### src/rtl/jzjpcc_control_unit.sv
// rtl/jzjpcc_control_unit.sv - RV32I decode-to-execute control register with load-use stall, flush and illegal-opcode handling
// Optional feature macro: JZJPCC_ILLEGAL_HALT_EN (halt the core on a valid illegal opcode)
module jzjpcc_control_unit #(
  parameter int FLUSH_CYCLES  = 2,
  parameter bit HAZARD_DETECT = 1'b1
) (
  input  logic        clock,
  input  logic        reset,
  input  logic [29:0] instruction_decode,
  input  logic        instructionValid_decode,
  input  logic        branchTaken_execute,
  output logic [2:0]  aluOperation_execute,
  output logic        aluMod_execute,
  output logic        rdWriteEnable_execute,
  output logic        memRead_execute,
  output logic        memWrite_execute,
  output logic        branch_execute,
  output logic        jump_execute,
  output logic [4:0]  rdAddr_execute,
  output logic        valid_execute,
  output logic        stall_decode,
  output logic        halted
);

  localparam logic [4:0] OPC_LOAD     = 5'b00000;
  localparam logic [4:0] OPC_MISC_MEM = 5'b00011;
  localparam logic [4:0] OPC_OP_IMM   = 5'b00100;
  localparam logic [4:0] OPC_AUIPC    = 5'b00101;
  localparam logic [4:0] OPC_STORE    = 5'b01000;
  localparam logic [4:0] OPC_OP       = 5'b01100;
  localparam logic [4:0] OPC_LUI      = 5'b01101;
  localparam logic [4:0] OPC_BRANCH   = 5'b11000;
  localparam logic [4:0] OPC_JALR     = 5'b11001;
  localparam logic [4:0] OPC_JAL      = 5'b11011;
  localparam logic [4:0] OPC_SYSTEM   = 5'b11100;

  localparam logic [2:0] FLUSH_RELOAD = 3'(FLUSH_CYCLES - 1);

  typedef enum logic [1:0] {ST_RUN = 2'd0, ST_FLUSH = 2'd1, ST_HALT = 2'd2} state_t;

  typedef struct packed {
    logic [2:0] alu_op;
    logic       alu_mod;
    logic       rd_we;
    logic       mem_read;
    logic       mem_write;
    logic       branch;
    logic       jump;
    logic [4:0] rd;
    logic       valid;
  } ctrl_t;

  state_t     state_q, state_d;
  logic [2:0] cnt_q, cnt_d;
  ctrl_t      ctrl_q, ctrl_d, dec_ctrl;
  logic       dec_illegal, uses_rs1, uses_rs2;
  logic       squash, hazard, halt_active, illegal_block;

  // Instruction fields, offset by two because bits [1:0] are not carried.
  logic [4:0] opcode, rd, rs1, rs2;
  logic [2:0] funct3;
  logic       funct7_5;
  assign opcode   = instruction_decode[4:0];
  assign rd       = instruction_decode[9:5];
  assign funct3   = instruction_decode[12:10];
  assign rs1      = instruction_decode[17:13];
  assign rs2      = instruction_decode[22:18];
  assign funct7_5 = instruction_decode[28];

  logic unused_bits;
  assign unused_bits = ^{instruction_decode[29], instruction_decode[27:23]};

  // Decode the opcode into execute control and register-usage flags.
  always_comb begin
    dec_ctrl       = '0;
    dec_ctrl.valid = 1'b1;
    dec_illegal    = 1'b0;
    uses_rs1       = 1'b0;
    uses_rs2       = 1'b0;
    case (opcode)
      OPC_LOAD:   begin dec_ctrl.rd_we = 1'b1; dec_ctrl.mem_read = 1'b1; uses_rs1 = 1'b1; end
      OPC_STORE:  begin dec_ctrl.mem_write = 1'b1; uses_rs1 = 1'b1; uses_rs2 = 1'b1; end
      OPC_OP_IMM: begin
        dec_ctrl.alu_op  = funct3;
        dec_ctrl.alu_mod = (funct3 == 3'b101) ? funct7_5 : 1'b0;
        dec_ctrl.rd_we   = 1'b1;
        uses_rs1         = 1'b1;
      end
      OPC_OP:     begin
        dec_ctrl.alu_op  = funct3;
        dec_ctrl.alu_mod = funct7_5;
        dec_ctrl.rd_we   = 1'b1;
        uses_rs1         = 1'b1;
        uses_rs2         = 1'b1;
      end
      OPC_LUI, OPC_AUIPC: dec_ctrl.rd_we = 1'b1;
      OPC_BRANCH: begin dec_ctrl.alu_mod = 1'b1; dec_ctrl.branch = 1'b1; uses_rs1 = 1'b1; uses_rs2 = 1'b1; end
      OPC_JAL:    begin dec_ctrl.jump = 1'b1; dec_ctrl.rd_we = 1'b1; end
      OPC_JALR:   begin dec_ctrl.jump = 1'b1; dec_ctrl.rd_we = 1'b1; uses_rs1 = 1'b1; end
      OPC_MISC_MEM, OPC_SYSTEM: ;
      default:    dec_illegal = 1'b1;
    endcase
    // NOPs (fence/system/illegal) carry no destination.
    if (!dec_illegal && opcode != OPC_MISC_MEM && opcode != OPC_SYSTEM)
      dec_ctrl.rd = rd;
    if (rd == 5'd0)
      dec_ctrl.rd_we = 1'b0;
  end

`ifdef JZJPCC_ILLEGAL_HALT_EN
  logic illegal_take;
  assign halt_active   = (state_q == ST_HALT);
  assign illegal_block = dec_illegal;
  assign illegal_take  = (state_q == ST_RUN) && instructionValid_decode && dec_illegal
                         && !branchTaken_execute && !stall_decode;
`else
  logic unused_illegal;
  assign unused_illegal = dec_illegal;
  assign halt_active    = 1'b0;
  assign illegal_block  = 1'b0;
`endif

  assign squash = branchTaken_execute || (state_q == ST_FLUSH);
  assign hazard = ctrl_q.valid && ctrl_q.mem_read && (ctrl_q.rd != 5'd0) && instructionValid_decode
                  && ((uses_rs1 && rs1 == ctrl_q.rd) || (uses_rs2 && rs2 == ctrl_q.rd));
  assign stall_decode = HAZARD_DETECT && hazard && !squash && !halt_active;
  assign halted       = halt_active;

  // State and flush-counter register.
  always_ff @(posedge clock or posedge reset) begin
    if (reset) begin
      state_q <= ST_RUN;
      cnt_q   <= '0;
    end else begin
      state_q <= state_d;
      cnt_q   <= cnt_d;
    end
  end

  // Next state: redirects (re)load the squash counter; illegal opcodes may halt.
  always_comb begin
    state_d = state_q;
    cnt_d   = cnt_q;
    case (state_q)
      ST_RUN, ST_FLUSH: begin
        if (branchTaken_execute) begin
          if (FLUSH_CYCLES > 1) begin
            state_d = ST_FLUSH;
            cnt_d   = FLUSH_RELOAD;
          end else begin
            state_d = ST_RUN;
            cnt_d   = '0;
          end
        end else if (state_q == ST_FLUSH) begin
          if (cnt_q <= 3'd1) begin
            state_d = ST_RUN;
            cnt_d   = '0;
          end else begin
            cnt_d = cnt_q - 3'd1;
          end
        end
`ifdef JZJPCC_ILLEGAL_HALT_EN
        else if (illegal_take) begin
          state_d = ST_HALT;
          cnt_d   = '0;
        end
`endif
      end
`ifdef JZJPCC_ILLEGAL_HALT_EN
      ST_HALT: state_d = ST_HALT;
`endif
      default: begin
        state_d = ST_RUN;
        cnt_d   = '0;
      end
    endcase
  end

  // Execute-slot contents: decoded control only when nothing forces a bubble.
  always_comb begin
    ctrl_d = '0;
    if (!halt_active && !squash && !stall_decode && instructionValid_decode && !illegal_block)
      ctrl_d = dec_ctrl;
  end

  // Decode/execute pipeline register.
  always_ff @(posedge clock or posedge reset) begin
    if (reset) ctrl_q <= '0;
    else       ctrl_q <= ctrl_d;
  end

  assign aluOperation_execute  = ctrl_q.alu_op;
  assign aluMod_execute        = ctrl_q.alu_mod;
  assign rdWriteEnable_execute = ctrl_q.rd_we;
  assign memRead_execute       = ctrl_q.mem_read;
  assign memWrite_execute      = ctrl_q.mem_write;
  assign branch_execute        = ctrl_q.branch;
  assign jump_execute          = ctrl_q.jump;
  assign rdAddr_execute        = ctrl_q.rd;
  assign valid_execute         = ctrl_q.valid;

endmodule

### config.mk
export PLATFORM = sky130hd
export DESIGN_NAME = jzjpcc_control_unit
export DESIGN_NICKNAME = d
export VERILOG_FILES = /design/src/rtl/jzjpcc_control_unit.sv
export SDC_FILE = /design/constraint.sdc
export NUM_CORES = 1
export LEC_CHECK = 0
export CAP_MARGIN = 20
export CORE_MARGIN = 2
export CORE_UTILIZATION = 43
export DETAILED_ROUTE_END_ITERATION = 8
export GPL_TIMING_DRIVEN = 0
export HOLD_SLACK_MARGIN = 0.15
export PLACE_DENSITY = 0.86
export SETUP_SLACK_MARGIN = 0.5
export SLEW_MARGIN = 20
export SYNTH_ARGS = -nofsm -noshare
export SYNTH_HDL_FRONTEND = slang
export SYNTH_SLANG_ARGS = --single-unit
### constraint.sdc
create_clock -name clock -period 3.9 [get_ports clock]
set_input_delay 0.78 -clock clock [delete_from_list [all_inputs] [get_ports clock]]
set_output_delay 0.78 -clock clock [all_outputs]
set_load 0.03 [all_outputs]
Yosys cells after proc, flatten, opt, wreduce, memory -nomap -nowiden
Index checks and enable logic that the tools add are counted.
Widths: inputs -> output; s select.
{"block": "totals", "inputBits": 34, "elab_cells": 79, "out_inout_bits": 17, "ff_bits": 20}
{"block": "op_classes", "muxes": 21, "n_addsub": 1, "n_eq_ne": 18, "magnitude_cmp": 1, "reduce_logical": 27}
{"operator": "$eq 5x5->1 const B", "count": 4}
{"operator": "$eq 5x4->1 const B", "count": 3}
{"operator": "$mux 15", "count": 1}
{"operator": "$mux 3", "count": 5}
{"operator": "$logic_and 1x1->1", "count": 11}
{"operator": "$reduce_or 11->1", "count": 1}
{"operator": "$eq 5x3->1 const B", "count": 2}
{"operator": "$eq 5x5->1", "count": 2}
{"operator": "$logic_not 5->1", "count": 2}
{"operator": "$mux 1", "count": 9}
{"operator": "$mux 2", "count": 4}
{"operator": "$reduce_or 7->1", "count": 1}
{"operator": "$ne 3x3->1 const B", "count": 2}
{"operator": "$reduce_or 2->1", "count": 3}
{"operator": "$reduce_or 6->1", "count": 1}
{"operator": "$eq 5x2->1 const B", "count": 1}
{"operator": "$mux 5", "count": 1}
{"operator": "$ne 5x2->1 const B", "count": 1}
{"operator": "$ne 5x5->1 const B", "count": 1}
{"operator": "$reduce_bool 5->1", "count": 1}
{"operator": "$eq 3x3->1 const B", "count": 1}
{"operator": "$le 3x1->1 const B", "count": 1}
{"operator": "$pmux 1 s3", "count": 1}
{"operator": "$reduce_or 3->1", "count": 1}
{"operator": "6 further kinds", "count": 8}

Depth between registers and ports, before layout
Gate-level depths: netlist of the first run.
{"block": "logic_depth", "depth_word": 11, "ltp_mapped": 7, "ltp_nobuf": 7}

Worst setup path after synthesis of the first run
OpenSTA, ideal clock, no wires.
{"block": "synth_path", "path_type": "input-to-output", "start": "input instruction_decode[2]", "end": "output stall_decode", "required_time_ps": 3120, "path_slack_ps": 1318, "n_path_buf": 0, "cell_stages": 5, "arrival_time_ps": 1802, "path_cell_list": "nand2b_1 -> a21oi_1 -> nand4_1 -> a21oi_2 -> and2_2"}
{"block": "synth_via", "elab_chain_cells": 7, "elab_cells_between_ends": 15, "cone_classes": "5 x eq/ne; 2 x mux; 8 x reduce/logical"}
{"item": "start: declaration", "line": "9", "rtl": "input logic [29:0] instruction_decode,"}
{"item": "$eq 5x4->1 (tied with other cells)", "line": "80", "rtl": "case (opcode)"}
{"item": "$reduce_or 6->1 (no line) / $reduce_or 3->1 (equally long branches)"}
{"item": "$mux 1", "line": "80"}
{"item": "$logic_and 1x1->1", "line": "125", "rtl": "&& ((uses_rs1 && rs1 == ctrl_q.rd) || (uses_rs2 && rs2 == ctrl_q.rd));"}
{"item": "$logic_or 1x1->1 (*)", "line": "125"}
{"item": "$logic_and 1x1->1 (*)", "line": "125"}
{"item": "$logic_and 1x1->1 (*)", "line": "126", "rtl": "assign stall_decode = HAZARD_DETECT && hazard && !squash && !halt_active;"}
{"item": "end: declaration", "line": "21", "rtl": "output logic stall_decode,"}
Mark *: on every way between the ends. The rest lies on a longest branch, timed or not.

Final worst setup path of the first run
{"block": "layout_path", "start": "input instruction_decode[3]", "end": "output stall_decode"}
The elaborated chain is that of the path after synthesis.

==> out/results.ini, run 1 <==
[finish]
final_nets=193
drive_gt1_frac=0.0897
areaGrowthSynthToFinish_pct=49.0
final_util=0.687
n_antenna_cell=0

[hold_path]
hold_class=reg -> reg

[yosys]
synthDistinctLibCells=32
synth_area_leaders=dfrtp_1, xor2_1, nor2_1, o2111ai_1, nor3_1
syn_nets=145
syn_area_mm2=0.00104
ys_seq_area_frac=0.457
synth_ff_type=dfrtp_1
synth_compound_area_frac=0.138
ys_seq_elements=19
synthCells=109
synth_adder_area_share=0.0241
yosysWarnings=0
synth_area_per_cell_um2=9.54
synth_top_family_by_area=simple AND/OR/NAND/NOR gates
synth_top_area_frac=0.457
synth_edf_count=0
synth_top_area_cell=dfrtp_1
synthSimpleGateAreaFrac=0.253
synthXorXnorAreaFrac=0.0842
synth_mux_area_frac=0
synthArstFlopShare=1.00

[critical_path]
critPathBufInv=2
critPathKind=in -> out
cp_slowest_stage_delay_ps=630
cp.required_ps=3120
path_cells=clkdlybuf4s50_1, nand2b_4, a21oi_1, nand4_1, a21oi_4, and2_2, clkdlybuf4s15_2
critPathMaxFanout=6
cp.arrival_ps=2550
cp_top_family=buffers and inverters
slowest_stage=clkdlybuf4s50_1
cp-start-kind=primary input
crit_path_end_kind=primary output

[drt]
post_drt_via_cell_ratio=5.49
routed_wl_um=2780
post_drt_wl_per_cell_um=15.1
vias=1011
firstDrtPassIters=4
drt_iter0_markers=22
final_antenna_net_count=0
drc=0

[floorplan]
core-area_mm2=0.00225
die_w_um=53.2
start_util=0.461
die_h_um=53.2
boundaryPins=51
die_area_mm2=0.00283
row_count=17

[global_routing]
overflow=0
grt_first_pass_wirelength_um=4080
grt-busiest-layer=met2
antenna_found_initial=0
grt_max_degree=20
use_met1=0.266
grt_pass1_vias=919
grt_util_met3=0.0198
use_met2=0.331
grtUsageTotal=0.204

[placement]
numPortBuffers=42
gp_congestion=0.844
hpwl_um=2120

[clock_tree]
cts_sinks=19
clk_pin_slew_ps=110
ctsHoldBuffers=0
cts-root-buf=clkbuf_4
htreeDepth=1
clkLatencyLatePin_ps=300
cts_tree=done
clock_path_buffers=2
cts_buffers=3

[pwr]
p_leak_nw=0.692
irDropWorstVdd_mv=0.170
intPower_w=0.000283
combPwrFrac=0.217
swShare=0.279
power_frac_clock=0.252
power-per-cell-area_mw_per_mm2=253
switchingPower_w=0.000109
p_seq_frac=0.530

[sta]
rsz0062_at_grt=false
setup_tns_ps=0
fmax_mhz=300
finalCritPeriodShare=0.854
slew_viol_final=0
fin_crit_ps=3330
hold_viol=0
setup_viol=0
max_slew_margin=0.558
fin_hold_ws_ps=551
worstMarginPinSlew_ps=662
skew_ps=5.63

[status]
outcome=complete, no violations

[job]
max-cap-violations=0

-- registers in the layout, summed over array words and instances, names as in the netlist --
register	flops
cnt_q	3
memRead_execute	1
state_q	1
valid_execute	1
memWrite_execute	1
branch_execute	1
rdWriteEnable_execute	1
aluMod_execute	1
rdAddr_execute	5
jump_execute	1
aluOperation_execute	3
-- power by group through the flow --
stage                     Sequential (W)  Combinational [W]   Clock, W
after floorplan                 0.000214          0.0000362          0
after global placement          0.000212          0.0000792          0
after detailed placement        0.000212          0.0000828          0
after CTS                       0.000208          0.0000833   0.000102
after global routing            0.000209          0.0000926   0.000111
final                           0.000208          0.0000853  0.0000991
-- final cells by class --
cell class,count,area (um2)
Fill cell,195,706
Multi-Input combinational cell,82,538
Sequential cell,19,475
Timing Repair Buffer,43,432
Tap cell,28,35.0
Clock buffer,3,22.5
Buffer,3,22.5
Inverter,5,18.8
Clock inverter,1,5.00
-- synth_stat cells, drive strengths merged (2+ instances only) --
library cell	n
o2111ai	6
nor3	8
nand4	5
nor2	17
o21bai	2
or4	2
dfrtp	19
nor4	2
ha	2
inv	5
a21oi	6
buf	3
xor2	9
nand2b	4
nand2	7
and2	2
-- routing by layer --
metal,part of all wire,wire length [um]
met2,0.50,1390
met5,0,0
met1,0.41,1150
met4,0.020,55
met3,0.067,186
-- path summary, 6_finish.rpt --
check                                 startpoint                end  slack [ps]  depth (start not counted)
max                        instruction_decode[3]       stall_decode         570                          7
min                                     cnt_q[2]           cnt_q[2]         550                          2
max reg2reg                    rdAddr_execute[1]     aluMod_execute        2020                          6
min reg2reg                             cnt_q[2]           cnt_q[2]         550                          2
max in group asynchronous                  reset  rdAddr_execute[2]        2610                          2
min in group asynchronous                  reset           cnt_q[2]         870                          2
-- tightest hold or removal path, stage by stage, from the launching register on --
cell and delay, ps:
dfrtp_1 380, a21oi_1 70, nor2_1 70
-- per-stage QoR --
stage	setup slack, ps	std cells	cell area, um2	power [W]
after floorplan	1320	109	1040	0.000250
after detailed placement	38.9	179	1500	0.000295
after CTS	591	184	1540	0.000393
after global routing	495	184	1550	0.000413
final	569	184	1550	0.000393
after global placement	93.0	179	1500	0.000291
-- cells by family after synthesis --
group	Yosys count
compound gates	19
xor+xnor	10
fa+ha+maj	2
buf+inv	8
flops	19
other cells	1
simple gates	50
-- cell usage in the layout, fill, tap and decap left out, types with 2 or more instances in the layout --
cell type	count
a21oi_1	5
nand4_1	5
inv_1	5
xor2_1	9
buf_4	2
dfrtp_1	19
o2111ai_1	5
nor3_1	7
ha_1	2
nor4_1	2
o21bai_1	2
nor2_1	17
clkdlybuf4s50_1	40
nand2b_1	3
clkbuf_4	3
or4_1	2
nand2_1	7
-- what timing repair did --
item	in CTS	in global routing
resized for setup	4	3
setup buffers	1	0
pin swaps	1	0
endpoints found under the setup margin	1	1
Power figures use the tool's default switching activity.
==> run 2: changes to the inputs <==
--- a/config.mk
+++ b/config.mk
@@ -6,8 +6,8 @@
 export NUM_CORES = 1
 export LEC_CHECK = 0
 export CAP_MARGIN = 20
-export CORE_MARGIN = 2
 export CORE_UTILIZATION = 43
+export CTS_CLUSTER_DIAMETER = 60
 export DETAILED_ROUTE_END_ITERATION = 8
 export GPL_TIMING_DRIVEN = 0
 export HOLD_SLACK_MARGIN = 0.15
==> out/results.ini, run 2 (same netlist as run 1, synthesis figures left out) <==
[placement]
hpwl_um=2060
gp_congestion=0.887
numPortBuffers=42

[global_routing]
grt_max_degree=20
overflow=0
grt_pass1_vias=923
grt_first_pass_wirelength_um=4240
grtUsageTotal=0.222
antenna_found_initial=0

[clock_tree]
cts_tree=done
htreeDepth=1
clkLatencyLatePin_ps=310
clk_pin_slew_ps=110
clock_path_buffers=2
cts_buffers=3
cts_sinks=19
cts-root-buf=clkbuf_4

[drt]
drt_iter0_markers=18
drc=0
routed_wl_um=2740
post_drt_wl_per_cell_um=14.9
firstDrtPassIters=4
final_antenna_net_count=0
post_drt_via_cell_ratio=5.62
vias=1034

[floorplan]
start_util=0.461
core-area_mm2=0.00225
die_w_um=51.2
die_area_mm2=0.00262
row_count=17
boundaryPins=51
die_h_um=51.2

[critical_path]
setup.worst_path.start=instruction_decode[4]
cp_slowest_stage_delay_ps=620
crit_path_end_kind=primary output
reg2reg_depth=5
cp.arrival_ps=2550
cp.depth=7
cp_top_family=buffers and inverters
critPathMaxFanout=7
critPathCapture=stall_decode
reg2reg_slack_ps=2010
cp.required_ps=3120
crit-reg2reg-launch=rdAddr_execute[1]
worstReg2RegEnd=memWrite_execute
critPathBufInv=3
slowest_stage=clkdlybuf4s50_1
path_cells=clkdlybuf4s50_1, inv_1, a21oi_1, nand4_1, a21oi_4, and2_2, clkdlybuf4s15_2
cp-start-kind=primary input
critPathKind=in -> out

[sta]
fmax_mhz=300
setup_tns_ps=0
setup_viol=0
rsz0062_at_grt=false
hold_viol=0
skew_ps=7.01
fin_crit_ps=3330
fin_hold_ws_ps=600
slew_viol_final=0
finalCritPeriodShare=0.854
max_slew_margin=0.545
worstMarginPinSlew_ps=682

[finish]
n_antenna_cell=0
largest_register_ffs=5
layout_common_cells=clkdlybuf4s50_1, dfrtp_1, nor2_1, xor2_1
final_nets=193
drive_gt1_frac=0.0897
final_common_cell=clkdlybuf4s50_1
final_util=0.686
areaGrowthSynthToFinish_pct=48.7

[hold_path]
hold_start=cnt_q[1]
hold_class=reg -> reg

[pwr]
p_leak_nw=0.683
power-per-cell-area_mw_per_mm2=255
irDropWorstVdd_mv=0.205
power_w=0.000394

[job]
max-cap-violations=0

[status]
outcome=complete, no violations

run 2: changes by cell type in the layout (fill, tap and decap cells not counted):
| cell | previous run | this run |
|---|---|---|
| clkdlybuf4s50_1 | 40 | 41 |
| dlymetal6s2s_1 | 1 | 0 |
run 2: worst min-delay path: stages, from the launching register on:
cell      delay (ps)
dfrtp_1          420
nand2b_1          90
a21oi_1           60
run 2: timing repair:
action,CTS,global route
hold buffers,0,0
endpoints found under the setup margin,1,1
setup buffers,1,0
gates resized for setup,5,1
pin swaps,1,0
run 2: metal layers:
layer  GRT usage  share of wire  up-vias
li1            -              -      483
met1       0.283           0.40      500
met2       0.379           0.53       46
met3      0.0446          0.058        5
met4      0.0556          0.013        0
met5           0              0        -
run 2: layout make-up:
| cell class | instances | area, um2 |
|---|---|---|
| clock inverter | 1 | 5.00 |
| fill | 182 | 708 |
| buffer | 3 | 22.5 |
| multi-input combinational | 82 | 538 |
| sequential | 19 | 475 |
| inverter | 5 | 18.8 |
| clock buffer | 3 | 22.5 |
| timing repair buffer | 43 | 429 |
| tap | 28 | 35.0 |
run 2: report_power, final:
group,internal [W],switching (W),total (W)
combinational,0.0000428,0.0000425,0.0000853
clock,0.0000383,0.0000622,0.000100
sequential,0.000202,0.00000629,0.000209
total,0.000283,0.000111,0.000394
run 2: how the worst min path moves through the flow:
stage	endpoint	slack [ps]	cells past startpoint
global route	cnt_q[1]	630	2
finish	cnt_q[1]	600	2
floorplan	cnt_q[2]	500	2
CTS	cnt_q[1]	600	2
global placement	cnt_q[2]	520	2
detailed placement	cnt_q[1]	580	2
run 2: metrics by stage:
| stage | std cells | worst slack [ps] | area [um2] |
|---|---|---|---|
| after floorplan | 109 | 1320 | 1040 |
| after global placement | 179 | 83.3 | 1500 |
| after detailed placement | 179 | 32.6 | 1500 |
| after CTS | 184 | 601 | 1540 |
| after global routing | 184 | 502 | 1550 |
| final | 184 | 568 | 1550 |
==> run 3: changes to the inputs <==
--- a/config.mk
+++ b/config.mk
@@ -6,6 +6,7 @@
 export NUM_CORES = 1
 export LEC_CHECK = 0
 export CAP_MARGIN = 20
+export CORE_MARGIN = 8
 export CORE_UTILIZATION = 43
 export CTS_CLUSTER_DIAMETER = 60
 export DETAILED_ROUTE_END_ITERATION = 8
==> out/results.ini, run 3 (same netlist as run 1, synthesis figures left out) <==
[status]
outcome=complete, no violations

[sta]
fmax_mhz=304
worstMarginPinSlew_ps=686
setup_tns_ps=0
finalCritPeriodShare=0.843
max_slew_margin=0.542
fin_crit_ps=3290
rsz0062_at_grt=false
hold_viol=0
worst_slack_ps=613
setup_viol=0
skew_ps=3.24
slew_viol_final=0

[clock_tree]
htreeDepth=1
clkLatencyLatePin_ps=300
cts_sinks=19
cts_tree=done
cts_buffers=3
clk_pin_slew_ps=110
cts-root-buf=clkbuf_4
clock_path_buffers=2

[pwr]
intPower_w=0.000285
power_frac_clock=0.256
switchingPower_w=0.000108
irDropWorstVdd_mv=0.149
p_seq_frac=0.529
combPwrFrac=0.215
p_leak_nw=0.680
power-per-cell-area_mw_per_mm2=254
swShare=0.275

[drt]
drt_iter0_markers=25
post_drt_via_cell_ratio=5.32
final_antenna_net_count=0
firstDrtPassIters=4
vias=989
post_drt_wl_per_cell_um=15.6
drc=0
routed_wl_um=2890

[global_routing]
overflow=0
grt_first_pass_wirelength_um=4770
antenna_found_initial=0
grt_pass1_vias=1049
grt-busiest-layer=met2
use_met2=0.256
grt_util_met3=0.0255
grtUsageTotal=0.142
use_met1=0.148
grt_max_degree=20

[critical_path]
critPathBufInv=2
cp.arrival_ps=2510
cp.required_ps=3120
cp_top_family=buffers and inverters
crit_path_end_kind=primary output
cp_slowest_stage_delay_ps=630
critPathKind=in -> out
path_cells=clkdlybuf4s50_1, nand2b_4, a21oi_1, nand4_1, a21oi_4, and2_2, clkdlybuf4s15_2
critPathMaxFanout=6
slowest_stage=clkdlybuf4s50_1
cp-start-kind=primary input

[hold_path]
hold_class=reg -> reg

[floorplan]
die_area_mm2=0.00425
boundaryPins=51
row_count=18
die_w_um=65.2
start_util=0.436
die_h_um=65.2
core-area_mm2=0.00239

[finish]
final_common_cell=clkdlybuf4s50_1
drive_gt1_frac=0.0833
instances_no_fill=186
final_util=0.648
multi_input_area_um2=538
seqCellArea_um2=475
largest_register_ffs=5
areaGrowthSynthToFinish_pct=48.9
n_antenna_cell=0
fillers=199
layout_common_cells=clkdlybuf4s50_1, dfrtp_1, nor2_1, xor2_1
final_nets=193

[placement]
place_ws_ps=51.0
numPortBuffers=42
dp_cells=181
gp_congestion=0.916
hpwl_um=2280

[job]
max-cap-violations=0

## run 3: power groups by stage
| stage | Clock [W] | Sequential (W) | Combinational (W) |
|---|---|---|---|
| after floorplan | 0 | 0.000214 | 0.0000362 |
| after global placement | 0 | 0.000212 | 0.0000801 |
| after detailed placement | 0 | 0.000212 | 0.0000834 |
| after CTS | 0.000104 | 0.000208 | 0.0000841 |
| after global routing | 0.000113 | 0.000209 | 0.0000927 |
| final | 0.000101 | 0.000208 | 0.0000847 |
## run 3: path summary, 6_finish.rpt
check                                       from                end  slack (ps)  cells past startpoint
max in group asynchronous                  reset  rdAddr_execute[4]        2590                      2
min in group asynchronous                  reset     branch_execute         870                      2
hold reg to reg                         cnt_q[2]           cnt_q[2]         550                      2
setup / recovery           instruction_decode[3]       stall_decode         610                      7
setup reg to reg               rdAddr_execute[1]     aluMod_execute        2060                      6
hold / removal                          cnt_q[2]           cnt_q[2]         550                      2
## run 3: worst min-delay path, delay by kind of cell, from the launching register on
kind            cells  cell delay [ps]
compound gates      1               70
flops               1              380
simple gates        1               80
## run 3: cell type report
cell class                      instances  area share
Multi-Input combinational cell         82       0.348
Sequential cell                        19       0.307
Timing Repair Buffer                   43       0.277
Tap cell                               30      0.0243
Clock buffer                            4      0.0170
Buffer                                  3      0.0146
Inverter                                5      0.0121
## run 3: repair_timing
item,4_1_cts,5_1_grt
resized for setup,5,1
endpoints found under the setup margin,1,1
setup buffers,1,0
hold buffers,0,0
pin swaps,1,0
hold endpoints to repair,0,0
## run 3: per-layer routing
layer,routed length [um],up-vias
li1,-,479
met3,173,6
met1,1070,470
met2,1570,34
met4,78,0
met5,0,-
## run 3: stage by stage
step	hold slack (ps)	total power, W	cell area [um2]
2_1_floorplan	497	0.000250	1040
3_3_place_gp	520	0.000292	1500
3_5_place_dp	525	0.000295	1500
4_1_cts	550	0.000396	1540
5_1_grt	598	0.000415	1550
6_report	552	0.000393	1550
